### config.mk
export PLATFORM = sky130hd
export DESIGN_NAME = intc_multi
export DESIGN_NICKNAME = d
export VERILOG_FILES = /design/src/rtl/intc_multi.sv
export SDC_FILE = /design/constraint.sdc
export NUM_CORES = 1
export LEC_CHECK = 0
export ABC_AREA = 1
export BUFFER_PORTS_ARGS = -buffer_cell sky130_fd_sc_hd__clkbuf_2
export CORE_ASPECT_RATIO = 0.9
export CORE_MARGIN = 10
export CORE_UTILIZATION = 52
export CTS_CLUSTER_SIZE = 40
export DETAILED_ROUTE_END_ITERATION = 6
export PLACE_DENSITY = 0.87
export SYNTH_ARGS = -nofsm -noshare
export SYNTH_HDL_FRONTEND = slang
export SYNTH_SLANG_ARGS = --single-unit
### constraint.sdc
create_clock -name clk -period 1.7 [get_ports clk]
set_clock_uncertainty 0.2 [all_clocks]
set_input_delay 0.34 -clock clk [delete_from_list [all_inputs] [get_ports clk]]
set_output_delay 0.34 -clock clk [all_outputs]
set_load 0.02 [all_outputs]
### src/rtl/intc_multi.sv
// ============================================================================
// intc_multi -- multi-channel interrupt controller
//
// Collects N interrupt sources into a write-1-to-clear STATUS register. Each
// channel can be masked and set to rising-edge or level trigger. The lowest
// active channel index is presented as a registered vector together with a
// registered request line.
//
// Register map (addr):
//   0 STATUS  pending bits, write-1-to-clear
//   1 MASK    per-channel enable, read/write
//   2 MODE    per-channel trigger mode (0 rising edge, 1 level), read/write
//   3 CTRL    bit0 GEN (global enable), bit1 ACLR (auto-clear on ack)
//
// Ports:
//   clk       system clock, rising edge
//   rst       synchronous active-high reset
//   ce        register access strobe
//   wren      write qualifier (write when ce & wren)
//   addr      register select
//   from_cpu  write data
//   to_cpu    registered read data (pre-update value, 1 cycle latency)
//   irq_in    interrupt sources, bit i = channel i
//   int_ack   single-cycle acknowledge of the presented vector
//   int_rq    registered interrupt request
//   int_addr  registered vector of the highest-priority active channel
//
// Build option:
//   INTC_MULTI_SYNC_EN  when defined, irq_in passes through a 2-flop
//                       synchronizer (reset to all ones) before sampling.
// ============================================================================
module intc_multi #(
  parameter int N  = 8,
  parameter int AW = $clog2(N)
) (
  input  logic          clk,
  input  logic          rst,
  input  logic          ce,
  input  logic          wren,
  input  logic [1:0]    addr,
  input  logic [N-1:0]  from_cpu,
  output logic [N-1:0]  to_cpu,
  input  logic [N-1:0]  irq_in,
  input  logic          int_ack,
  output logic          int_rq,
  output logic [AW-1:0] int_addr
);

  localparam logic [1:0] ADDR_STATUS = 2'd0;
  localparam logic [1:0] ADDR_MASK   = 2'd1;
  localparam logic [1:0] ADDR_MODE   = 2'd2;
  localparam logic [1:0] ADDR_CTRL   = 2'd3;

  // Lowest set index of vec; channel 0 has the highest priority.
  function automatic logic [AW-1:0] lowest_index(input logic [N-1:0] vec);
    logic [AW-1:0] idx;
    idx = {AW{1'b0}};
    for (int i = N - 1; i >= 0; i--) begin
      if (vec[i]) begin
        idx = AW'(i);
      end else begin
        idx = idx;
      end
    end
    return idx;
  endfunction

  logic [N-1:0]  status_r;
  logic [N-1:0]  mask_r;
  logic [N-1:0]  mode_r;
  logic [1:0]    ctrl_r;
  logic [N-1:0]  prev_r;
  logic [N-1:0]  to_cpu_r;
  logic          int_rq_r;
  logic [AW-1:0] int_addr_r;

  logic [N-1:0]  sampled_s;
  logic          gen_s;
  logic          aclr_s;
  logic          wr_s;
  logic [N-1:0]  trig_s;
  logic [N-1:0]  w1c_clr_s;
  logic [N-1:0]  ack_clr_s;
  logic [N-1:0]  status_nxt_s;
  logic [N-1:0]  active_s;
  logic [N-1:0]  rdata_s;

`ifdef INTC_MULTI_SYNC_EN
  logic [N-1:0] sync1_r;
  logic [N-1:0] sync2_r;

  // Two-flop input synchronizer; all-ones reset so sources high at reset
  // exit do not look like fresh edges.
  always_ff @(posedge clk) begin
    if (rst) begin
      sync1_r <= {N{1'b1}};
      sync2_r <= {N{1'b1}};
    end else begin
      sync1_r <= irq_in;
      sync2_r <= sync1_r;
    end
  end

  assign sampled_s = sync2_r;
`else
  assign sampled_s = irq_in;
`endif

  assign gen_s    = ctrl_r[0];
  assign aclr_s   = ctrl_r[1];
  assign wr_s     = ce & wren;
  assign active_s = status_r & mask_r & {N{gen_s}};

  // Trigger detection and STATUS next-state: clears first, triggers win.
  always_comb begin
    trig_s    = (sampled_s & ~prev_r & ~mode_r & {N{gen_s}}) |
                (sampled_s & mode_r & {N{gen_s}});
    w1c_clr_s = {N{1'b0}};
    ack_clr_s = {N{1'b0}};
    if (wr_s && (addr == ADDR_STATUS)) begin
      w1c_clr_s = from_cpu;
    end else begin
      w1c_clr_s = {N{1'b0}};
    end
    for (int i = 0; i < N; i++) begin
      if (int_ack && aclr_s && (int_addr_r == AW'(i))) begin
        ack_clr_s[i] = 1'b1;
      end else begin
        ack_clr_s[i] = 1'b0;
      end
    end
    status_nxt_s = (status_r & ~(w1c_clr_s | ack_clr_s)) | trig_s;
  end

  // Read mux over the current (pre-update) register contents.
  always_comb begin
    rdata_s = {N{1'b0}};
    case (addr)
      ADDR_STATUS: rdata_s = status_r;
      ADDR_MASK:   rdata_s = mask_r;
      ADDR_MODE:   rdata_s = mode_r;
      ADDR_CTRL:   rdata_s = {{(N-2){1'b0}}, ctrl_r};
      default:     rdata_s = {N{1'b0}};
    endcase
  end

  // Register file, edge history and read-data capture.
  always_ff @(posedge clk) begin
    if (rst) begin
      status_r <= {N{1'b0}};
      mask_r   <= {N{1'b0}};
      mode_r   <= {N{1'b0}};
      ctrl_r   <= 2'b00;
      prev_r   <= {N{1'b1}};
      to_cpu_r <= {N{1'b0}};
    end else begin
      status_r <= status_nxt_s;
      prev_r   <= sampled_s;
      if (wr_s && (addr == ADDR_MASK)) begin
        mask_r <= from_cpu;
      end else begin
        mask_r <= mask_r;
      end
      if (wr_s && (addr == ADDR_MODE)) begin
        mode_r <= from_cpu;
      end else begin
        mode_r <= mode_r;
      end
      if (wr_s && (addr == ADDR_CTRL)) begin
        ctrl_r <= from_cpu[1:0];
      end else begin
        ctrl_r <= ctrl_r;
      end
      if (ce) begin
        to_cpu_r <= rdata_s;
      end else begin
        to_cpu_r <= to_cpu_r;
      end
    end
  end

  // Request and vector follow the registered STATUS one cycle later; the
  // vector holds its last value while nothing is active.
  always_ff @(posedge clk) begin
    if (rst) begin
      int_rq_r   <= 1'b0;
      int_addr_r <= {AW{1'b0}};
    end else begin
      int_rq_r <= |active_s;
      if (|active_s) begin
        int_addr_r <= lowest_index(active_s);
      end else begin
        int_addr_r <= int_addr_r;
      end
    end
  end

  assign to_cpu   = to_cpu_r;
  assign int_rq   = int_rq_r;
  assign int_addr = int_addr_r;

endmodule

# Yosys cells after proc, flatten, opt, wreduce, memory -nomap -nowiden
# Index checks and enable logic that the tools add are counted.
[op_classes]
n_eq_ne = 10
muxes = 18
bitwise = 15
reduce_logical = 16
[ops]
columns = ["cell", "count"]
rows = [
  ["$and A8 B8 Y8", 8],
  ["$pmux W8 S4", 1],
  ["$mux W3", 8],
  ["$not A8 Y8", 3],
  ["$or A8 B8 Y8", 3],
  ["$logic_and A1 B1 Y1", 13],
  ["$eq A3 B3 Y1 const B", 4],
  ["$mux W1", 8],
  ["$mux W8", 1],
  ["$reduce_or A8 Y1", 1],
  ["$eq A3 B2 Y1 const B", 2],
  ["$eq A2 B2 Y1 const B", 2],
  ["$eq A3 B1 Y1 const B", 1],
  ["$logic_not A3 Y1", 1],
  ["$eq A2 B1 Y1 const B", 1],
  ["$logic_not A2 Y1", 1],
  ["$and A1 B1 Y1", 1],
]
[word_totals]
register_bits = 46
inputBits = 23

# Depth between registers and ports, before layout
# Gate-level depths: netlist (run 1).
[logic_depth]
word_depth = 10
ltp_mapped = 11

# Worst setup path before layout (run 1)
# No wires, ideal clock.
[synth_path]
path_type = "register to register"
start = "register ctrl_r[0]"
end = "register int_addr_r[1] (netlist: int_addr[1])"
t_arrival_ns = 0.993
t_required_ns = 1.430
path_slack_ns = 0.437
stages_incl_launch_ff = 9
path_cell_list = "dfxtp_1 > buf_4 > nand2_1 > nor2_1 > inv_1 > nand4_1 > nor2_1 > nand2_1 > a21oi_1"
[synth_between]
elab_chain_len = 9
[synth_rtl]
columns = ["element", "line", "text"]
rows = [
  ["start: declaration", "71", "logic [1:0] ctrl_r;"],
  ["start signal: assignment", "170", "ctrl_r <= from_cpu[1:0];"],
  ["start signal: assignment", "172", "ctrl_r <= ctrl_r;"],
  ["$and A8 B8 Y8 *", "112", "assign active_s = status_r & mask_r & {N{gen_s}};"],
  ["$mux W3 (8 in a row)", "59", "if (vec[i]) begin"],
  ["end signal: assignment", "187", "int_addr_r <= {AW{1'b0}};"],
  ["end signal: assignment", "191", "int_addr_r <= lowest_index(active_s);"],
  ["end signal: assignment", "193", "int_addr_r <= int_addr_r;"],
  ["end: declaration", "75", "logic [AW-1:0] int_addr_r;"],
]
# Mark *: on every way between the ends. The rest lies on a longest branch, timed or not.
# A chain may end at the register's enable or synchronous reset.

# Worst setup path after layout (run 1)
[layout_path]
start = "register ctrl_r[0]"
end = "register int_addr_r[0] (netlist: int_addr[0])"
# The elaborated chain is that of the path after synthesis.

==> results of run 1 <==
## how the worst max path moves through the flow
stage / end
floorplan: int_addr[1]
global placement: mode_r[2]
detailed placement: mask_r[4]
CTS: int_addr[0]
global route: int_addr[0]
finish: int_addr[0]
## routing by layer
layer	GRT usage, %	part of all wire [%]	up-vias
met1	18.65	42	880
met2	25.37	46	84
met4	6.908	2.3	0
met5	0	0	-
li1	-	-	963
met3	5.986	9.0	14
## logic make-up after synthesis
logic type             after synthesis  share of synthesized area, %
AOI/OAI and AO/OA                   57                         16.45
buffers and inverters               32                         6.490
DFF                                 46                         46.38
and+or+nand+nor                    133                         30.69
## area by class of cell
type                    count  area share, %
well taps                  46          2.488
repair buffers             39          8.978
clock buffers               7          3.732
flip-flops and latches     46          39.86
multi-input cells         190          40.45
clock inverters             1         0.2163
inverters                  25          4.273
## power groups by stage
stage | clock (mW) | sequential, mW | combinational (mW)
after floorplan | 0 | 1.17 | 0.0971
after global placement | 0 | 1.16 | 0.181
after detailed placement | 0 | 1.16 | 0.183
after CTS | 0.700 | 1.14 | 0.185
after global routing | 0.752 | 1.14 | 0.206
final | 0.698 | 1.14 | 0.185
## placed cells by master, fill, tap and decap left out
master | netlist | final
nand3_1 | 20 | 20
o211ai_1 | 8 | 8
dfxtp_2 | 0 | 1
buf_4 | 1 | 5
clkbuf_8 | 0 | 6
clkbuf_2 | 0 | 34
or2_2 | 8 | 8
nand2_1 | 54 | 54
a21oi_1 | 17 | 17
clkbuf_1 | 6 | 1
nand4_1 | 2 | 2
inv_2 | 5 | 5
nor2_4 | 2 | 2
nor2_8 | 2 | 2
dfxtp_1 | 46 | 45
o21ai_0 | 23 | 23
a31oi_1 | 2 | 2
inv_1 | 18 | 18
o21ai_1 | 2 | 2
nor2_1 | 41 | 41
a41oi_1 | 5 | 5
nor2_2 | 1 | 1
nand2_4 | 1 | 1
inv_4 | 2 | 2
nor3_1 | 2 | 2
clkinv_2 | 0 | 1
## registers in the layout, indices dropped and copies added (netlist names)
signal    cells
status_r      8
int_addr      3
ctrl_r        2
to_cpu        8
prev_r        8
mask_r        8
int_rq        1
mode_r        8
## metrics by stage
step	instance area [um^2]	instances	power [mW]	hold slack (ns)
2_1_floorplan	1986	268	1.262	0.2444
3_3_place_gp	2221	346	1.341	0.2601
3_5_place_dp	2221	346	1.345	0.2712
4_1_cts	2312	354	2.022	0.03232
5_1_grt	2313	354	2.100	0.02835
6_report	2313	354	2.021	0.03227
==> impl_results.md, run 1 <==
* Status: completed
* FFs w/ async S/R, synth at 0%
* Share of layout cells above drive strength 1 at 22.08%
* GRT Util Overall at 15.92%
* Place WS at 0.1257 ns
* Vias in the first global route at 1912
* Sequential fraction of the synthesis area at 46.38%
* TritonRoute pass-1 iters at 5
* P_int at 1.510 mW
* Initial drt markers at 219
* TritonCTS clock tree: yes
* Ant. Diodes at 0
* Top_reg_cell synth: dfxtp_1
* Footprint of the multi-input gates at 935.9 um^2
* Sequential Power Share at 56.3%
* Routed Antenna Nets at 0
* Post-synth top cells: nand2_1 (54), dfxtp_1 (46), nor2_1 (41), o21ai_0 (23), nand3_1 (20)
* Vias/cell at 5.483
* Hold endpoint: prev_r[1]
* Cts repair resizes at 0
* Core area at 3705 um^2
* Mapped Area at 1986 um^2
* Initial antenna violation count at 0
* Switch Pwr at 0.5104 mW
* Largest net degree at the start of global routing at 21
* IO Port Bufs at 34
* Critical path arrival at 1.56 ns
* Via count at 1941
* Static Leak at 1.034 nW
* Final min period at 1.524 ns
* WL per Instance at 14.90 um
* # IOs at 35
* Max-cap violations at 0
* Postcts setup bufs at 0
* Combinational share of power at 9.1%
* Worst Path Buf+Inv at 0
* CP max stage delay at 0.45 ns
* CP delay by family, top: simple AND/OR/NAND/NOR gates
* Worst setup SP type: register
* Switching part of the total power at 25.26%
* Sequence of cells on the critical path: nand2_1 -> nor2_1 -> nand2_1 -> nand2_1 -> nand2_1 -> nand2_1 -> nand2_1 -> nand2_1 -> nand2_1 -> a21oi_1
* Fmax at 656.0 MHz
* Number of synthesized flops with an enable pin at 0
* First-pass GRT wire length at 8845 um
* Hold Buf Count CTS at 0
* Largest cells by area after synthesis: dfxtp_1 (46%), nand2_1 (10%), nor2_1 (7.8%), o21ai_0 (5.8%), nand3_1 (5.0%)
* FF-to-FF path depth at 10
* Die Footprint at 6694 um^2
* H-tree Lvls at 2
* Worst slew margin at 73.82%
* Register Area at 922.1 um^2
* Crit Path Category: register to register
* FP Rows at 21
* Final Max Tran Viols at 0
* Avg Cell Area, Syn at 7.409 um^2
* Least-Margin Pin Slew at 0.3923 ns
* Synth area leader: dfxtp_1
* PD cells at 873.4 nW/um^2
* Die Wd at 85.14 um
* Reg-to-Reg Start: ctrl_r[0]
* Hold_sp: irq_in[1]
* Clock transition at path regs at 0.08 ns
* Num CTS Buffers at 5
* Yosys cell types at 22
* Critical-path top delay cell: dfxtp_2
* Starting density of the core at 53.60%
* Gr ovfl total at 0
* Area grow syn2layout at 16.51%
* Worst skew pair latency at 0.31 ns
* Hold path cells at 2
* Max IR drop VDD at 566.3 uV
* Worst endpoint required time at 1.74 ns
* RSZ-0062 raised after global routing: no
* Nets at 330
* Final setup viols at 0
* CTS Buffer Depth at 2
* Crit path depth at 10
* # fillers at 321
* Crit path max fanout at 11
* Die Y at 78.63 um
* Synthesis Warnings at 0
* CP Capture Type: register
* Synth Register Bits at 46
* FF-to-FF setup slack at 0.18 ns
* Total Wirelength at 5274 um
* Yosys top cell area share at 46.38%
* DP HPWL at 3960 um
* Final Worst Setup Slack at 0.1757 ns
* Gpl congestion at 0.9127
* Core Util, Final at 62.45%
* CP dominant cell by count: nand2_1
* Hold Crit Class: input pin to register
* Top-count cell post-synth: nand2_1
* Crit share post-route at 89.66%
* CTS Sinks at 46
* Root Buffer: clkbuf_8
* # DRC at 0
* R2r endpoint: int_addr[0]
* Setup TNS at 0 ns
* Post-synthesis net count at 291
* Mapped Cells at 268
* Critical Path Source: ctrl_r[0]
* Final Hold Vio Count at 0
* Clock power share at 34.5%
No activity file was read; power rests on OpenSTA's default activity.
==> run 2, diff against run 1 <==
==> constraint.sdc (replaced) <==
create_clock -name clk -period 1.7 [get_ports clk]
set_clock_uncertainty 0.2 [all_clocks]
set_input_delay 0.17 -clock clk [delete_from_list [all_inputs] [get_ports clk]]
set_output_delay 0.17 -clock clk [all_outputs]
set_load 0.02 [all_outputs]
==> impl_results.md, run 2 (synthesis gave the netlist of run 1 again) <==
* Gr ovfl total at 0
* Core area at 3705 um^2
* Initial antenna violation count at 0
* Crit share post-route at 92.07%
* Sequence of cells on the critical path: nand2_1 -> nor2_1 -> nand2_1 -> nand2_1 -> nand2_1 -> nand2_1 -> nand2_1 -> nand2_1 -> nand2_1 -> a21oi_1
* Largest net degree at the start of global routing at 21
* CTS Sinks at 46
* Worst Path Buf+Inv at 0
* Routed Antenna Nets at 0
* TritonRoute pass-1 iters at 5
* Commonest non-fill, non-tap cells in the layout: nand2_1 (54), dfxtp_1 (46), nor2_1 (41)
* Hold Crit Class: input pin to register
* Ant. Diodes at 0
* DP HPWL at 3864 um
* PD cells at 819.3 nW/um^2
* Root Buffer: clkbuf_8
* Final setup viols at 0
* Max-cap violations at 0
* Worst setup SP type: register
* Starting density of the core at 53.60%
* Status: completed
* Vias in the first global route at 1932
* Hold Worst Slack at 0.04360 ns
* CP max stage delay at 0.57 ns
* H-tree Lvls at 2
* Register Area at 920.9 um^2
* Critical path arrival at 1.60 ns
* Num CTS Buffers at 5
* WL per Instance at 14.47 um
* CP Capture Type: register
* IO Port Bufs at 34
* Die Wd at 85.14 um
* Nets at 348
* CTS Buffer Depth at 2
* CP dominant cell by count: nand2_1
* Crit path max fanout at 13
* Most common cell after layout, fill and taps aside: nand2_1
* Total Wirelength at 5382 um
* Max IR drop VDD at 603.4 uV
* Cts repair resizes at 0
* Clock transition at path regs at 0.08 ns
* CP delay by family, top: simple AND/OR/NAND/NOR gates
* # fillers at 318
* Via count at 2023
* Final min period at 1.565 ns
* # IOs at 35
* Initial drt markers at 217
* FP Rows at 21
* TritonCTS clock tree: yes
* Setup TNS at 0 ns
* Core Util, Final at 67.14%
* Footprint of the multi-input gates at 935.9 um^2
* Area grow syn2layout at 25.27%
* Gpl congestion at 0.9063
* Die Footprint at 6694 um^2
* Least-Margin Pin Slew at 0.3952 ns
* Final Max Tran Viols at 0
* GRT Util Overall at 16.30%
* Fmax at 638.9 MHz
* Worst slew margin at 73.61%
* Worst skew pair latency at 0.30 ns
* First-pass GRT wire length at 9045 um
* Share of layout cells above drive strength 1 at 21.17%
* Worst endpoint required time at 1.73 ns
* # DRC at 0
* Critical-path top delay cell: dfxtp_1
* Crit Path Category: register to register
* Die Y at 78.63 um
* RSZ-0062 raised after global routing: no
* Vias/cell at 5.438
* Final Hold Vio Count at 0
* Static Leak at 1.111 nW
[run 2: cell types whose count changed in the layout (fill, tap and decap cells not counted)]
cell           previous run  this run
dfxtp_2                   1         0
dlygate4sd3_1             0        16
buf_4                     5         7
dfxtp_1                  45        46
[run 2: through the flow]
step | cell area [um^2] | setup slack [ns] | power [mW] | instances
final | 2487 | 0.1349 | 2.038 | 372
after floorplan | 1986 | 0.4367 | 1.262 | 268
after CTS | 2487 | 0.1404 | 2.041 | 372
after global routing | 2487 | 0.02526 | 2.110 | 372
after detailed placement | 2236 | 0.1537 | 1.350 | 348
after global placement | 2236 | 0.2499 | 1.346 | 348
[run 2: worst paths after layout]
kind	startpoint	endpoint	slack [ns]	cells past startpoint
max	ctrl_r[0]	int_addr[0]	0.13	10
min	addr[1]	to_cpu[0]	0.04	3
max reg2reg	ctrl_r[0]	int_addr[0]	0.13	10
min reg2reg	mode_r[3]	mode_r[3]	0.29	2
[run 2: metal layers]
layer	routed length, um	up-vias	global-route usage, %
li1	-	999	-
met1	2351	926	20.77
met2	2537	90	26.50
met3	437	8	3.715
met4	57	0	5.263
met5	0	-	0
[run 2: report_power, final]
part | switching, mW | internal (mW)
Combinational | 0.126 | 0.0949
Sequential | 0.0232 | 1.11
Clock | 0.352 | 0.328
[run 2: cell type report]
class / instances / area share, %
clock buffers: 7 / 3.471
clock inverters: 1 / 0.2012
inverters: 25 / 3.974
multi-input cells: 190 / 37.63
flip-flops and latches: 46 / 37.02
well taps: 46 / 2.314
repair buffers: 57 / 15.39
[run 2: repair_timing]
| action | CTS | global route |
|---|---|---|
| hold buffers | 16 | 0 |
| setup buffers | 0 | 0 |
| hold endpoints to repair | 33 | 0 |
[run 2: tightest hold or removal path, delay by kind of cell]
family                 cells  cell delay, ns
buffers and inverters      1            0.13
AO/OA/AOI/OAI              1            0.10
AND/OR/NAND/NOR            1            0.09
==> run 3, diff against run 2 <==
--- a/config.mk
+++ b/config.mk
@@ -13,6 +13,7 @@
 export CTS_CLUSTER_SIZE = 40
 export DETAILED_ROUTE_END_ITERATION = 6
 export PLACE_DENSITY = 0.87
+export RECOVER_POWER = 25
 export SYNTH_ARGS = -nofsm -noshare
 export SYNTH_HDL_FRONTEND = slang
 export SYNTH_SLANG_ARGS = --single-unit
==> impl_results.md, run 3 (synthesis gave the netlist of run 1 again) <==
* Commonest non-fill, non-tap cells in the layout: nand2_1 (54), dfxtp_1 (46), nor2_1 (42)
* Num CTS Buffers at 5
* CP Capture Type: register
* CTS Buffer Depth at 2
* Core Util, Final at 66.67%
* Core area at 3705 um^2
* Die Wd at 85.14 um
* Combinational share of power at 10.7%
* TritonRoute pass-1 iters at 5
* Wire length on met3 at 468 um
* Switch Pwr at 0.5006 mW
* Hold endpoint: to_cpu[0]
* Worst skew pair latency at 0.30 ns
* Critical path arrival at 1.60 ns
* Worst endpoint required time at 1.74 ns
* FF-to-FF path depth at 10
* Wire length on met2 at 2531 um
* Switching part of the total power at 24.61%
* Final setup viols at 0
* R2r endpoint: int_addr[0]
* RSZ-0062 raised after global routing: no
* # DRC at 0
* IO Port Bufs at 34
* Total Wirelength at 5391 um
* Routed met1 length at 2329 um
* PD cells at 823.5 nW/um^2
* FP Rows at 21
* Max-cap violations at 0
* Top layer in use: met4
* Crit path max fanout at 13
* FF-to-FF setup slack at 0.13 ns
* Final min period at 1.566 ns
* Initial drt markers at 223
* WL per Instance at 14.49 um
* Static Leak at 1.096 nW
* GRT Util Overall at 16.30%
* Most common cell after layout, fill and taps aside: nand2_1
* Fmax at 638.8 MHz
* Largest net degree at the start of global routing at 21
* Crit share post-route at 92.09%
* Ant. Diodes at 0
* Max IR drop VDD at 603.8 uV
* Hold_sp: addr[0]
* Clock transition at path regs at 0.08 ns
* Clock power share at 33.5%
* Starting density of the core at 53.60%
* Die Footprint at 6694 um^2
* Critical-path top delay cell: dfxtp_1
* Final Hold Vio Count at 0
* Final Cell Area at 2470 um^2
* Nets at 348
* Final Max Tran Viols at 0
* # IOs at 35
* Initial antenna violation count at 0
* Share of layout cells above drive strength 1 at 19.63%
* Status: completed
* Area grow syn2layout at 24.39%
* Crit Path Category: register to register
* DP HPWL at 3864 um
* CTS Sinks at 46
* First-pass GRT wire length at 9045 um
* Cts repair resizes at 0
* Vias/cell at 5.441
* Die Y at 78.63 um
* Reg-to-Reg Start: ctrl_r[0]
* Gpl congestion at 0.9063
* Setup TNS at 0 ns
* CP dominant cell by count: nand2_1
* Hold Crit Class: input pin to register
* TritonCTS clock tree: yes
* H-tree Lvls at 2
* Via count at 2024
* Placed instance area at 2236 um^2
* Worst slew margin at 66.72%
* Postcts setup bufs at 0
* Least-Margin Pin Slew at 0.4974 ns
* Hold path cells at 3
* Sequence of cells on the critical path: nand2_1 -> nor2_1 -> nand2_1 -> nand2_1 -> nand2_1 -> nand2_1 -> nand2_1 -> nand2_1 -> nand2_1 -> a21oi_1
* P_int at 1.533 mW
* CP max stage delay at 0.57 ns
* Vias in the first global route at 1932
* Root Buffer: clkbuf_8
* Sequential Power Share at 55.9%
* Gr ovfl total at 0
* Worst setup SP type: register
* Routed Antenna Nets at 0
## run 3: cell types whose count changed in the layout (fill, tap and decap cells not counted)
cell / delta
clkbuf_2: -3
inv_2: +1
inv_4: -1
clkbuf_1: +4
buf_4: -1
nor2_1: +1
nor2_4: -1
## run 3: final cells by class
class / count / area (um^2)
Timing Repair Buffer: 57 / 375.4
Sequential cell: 46 / 920.9
Fill cell: 323 / 1235
Tap cell: 46 / 57.56
Inverter: 25 / 96.34
Clock inverter: 1 / 5.005
Clock buffer: 7 / 86.33
Multi-Input combinational cell: 190 / 928.4
## run 3: power by group through the flow
stage / Clock [mW] / Sequential [mW] / Combinational, mW
2_1_floorplan: 0 / 1.17 / 0.0971
3_3_place_gp: 0 / 1.16 / 0.185
3_5_place_dp: 0 / 1.16 / 0.189
6_report: 0.681 / 1.14 / 0.217
4_1_cts: 0.687 / 1.14 / 0.219
5_1_grt: 0.725 / 1.14 / 0.240
## run 3: what timing repair did
action                                  4_1_cts  5_1_grt
endpoints found under the setup margin        0        0
endpoints found under the hold margin        33        0
hold buffers                                 16        0
## run 3: critical path, delay by kind of cell (launching register included)
| kind | cells | cell delay, ns |
|---|---|---|
| AO/OA/AOI/OAI | 1 | 0.12 |
| flip-flops | 1 | 0.57 |
| AND/OR/NAND/NOR | 9 | 0.61 |
## run 3: metal layers
metal	track usage [%]	vias to the layer above
met5	0	-
met4	5.263	0
met3	3.715	10
met1	20.77	925
li1	-	998
met2	26.50	91
## run 3: how the worst max path moves through the flow
| stage | from | cells after the start | slack [ns] | endpoint |
|---|---|---|---|---|
| 2_1_floorplan | ctrl_r[0] | 8 | 0.44 | int_addr[1] |
| 3_3_place_gp | ctrl_r[0] | 10 | 0.25 | int_addr[0] |
| 3_5_place_dp | ctrl_r[0] | 10 | 0.15 | int_addr[0] |
| 4_1_cts | ctrl_r[0] | 10 | 0.14 | int_addr[0] |
| 5_1_grt | ctrl_r[0] | 10 | 0.03 | int_addr[0] |
| 6_report | ctrl_r[0] | 10 | 0.13 | int_addr[0] |
## run 3: through the flow
stage                     worst slack [ns]  instances  power (mW)  hold slack [ns]
after global routing               0.02526        372       2.105          0.02050
after detailed placement            0.1537        348       1.350           0.1794
final                               0.1345        372       2.034          0.01947
after global placement              0.2499        348       1.346           0.1792
after floorplan                     0.4367        268       1.262          0.07658
after CTS                           0.1404        372       2.041          0.04308
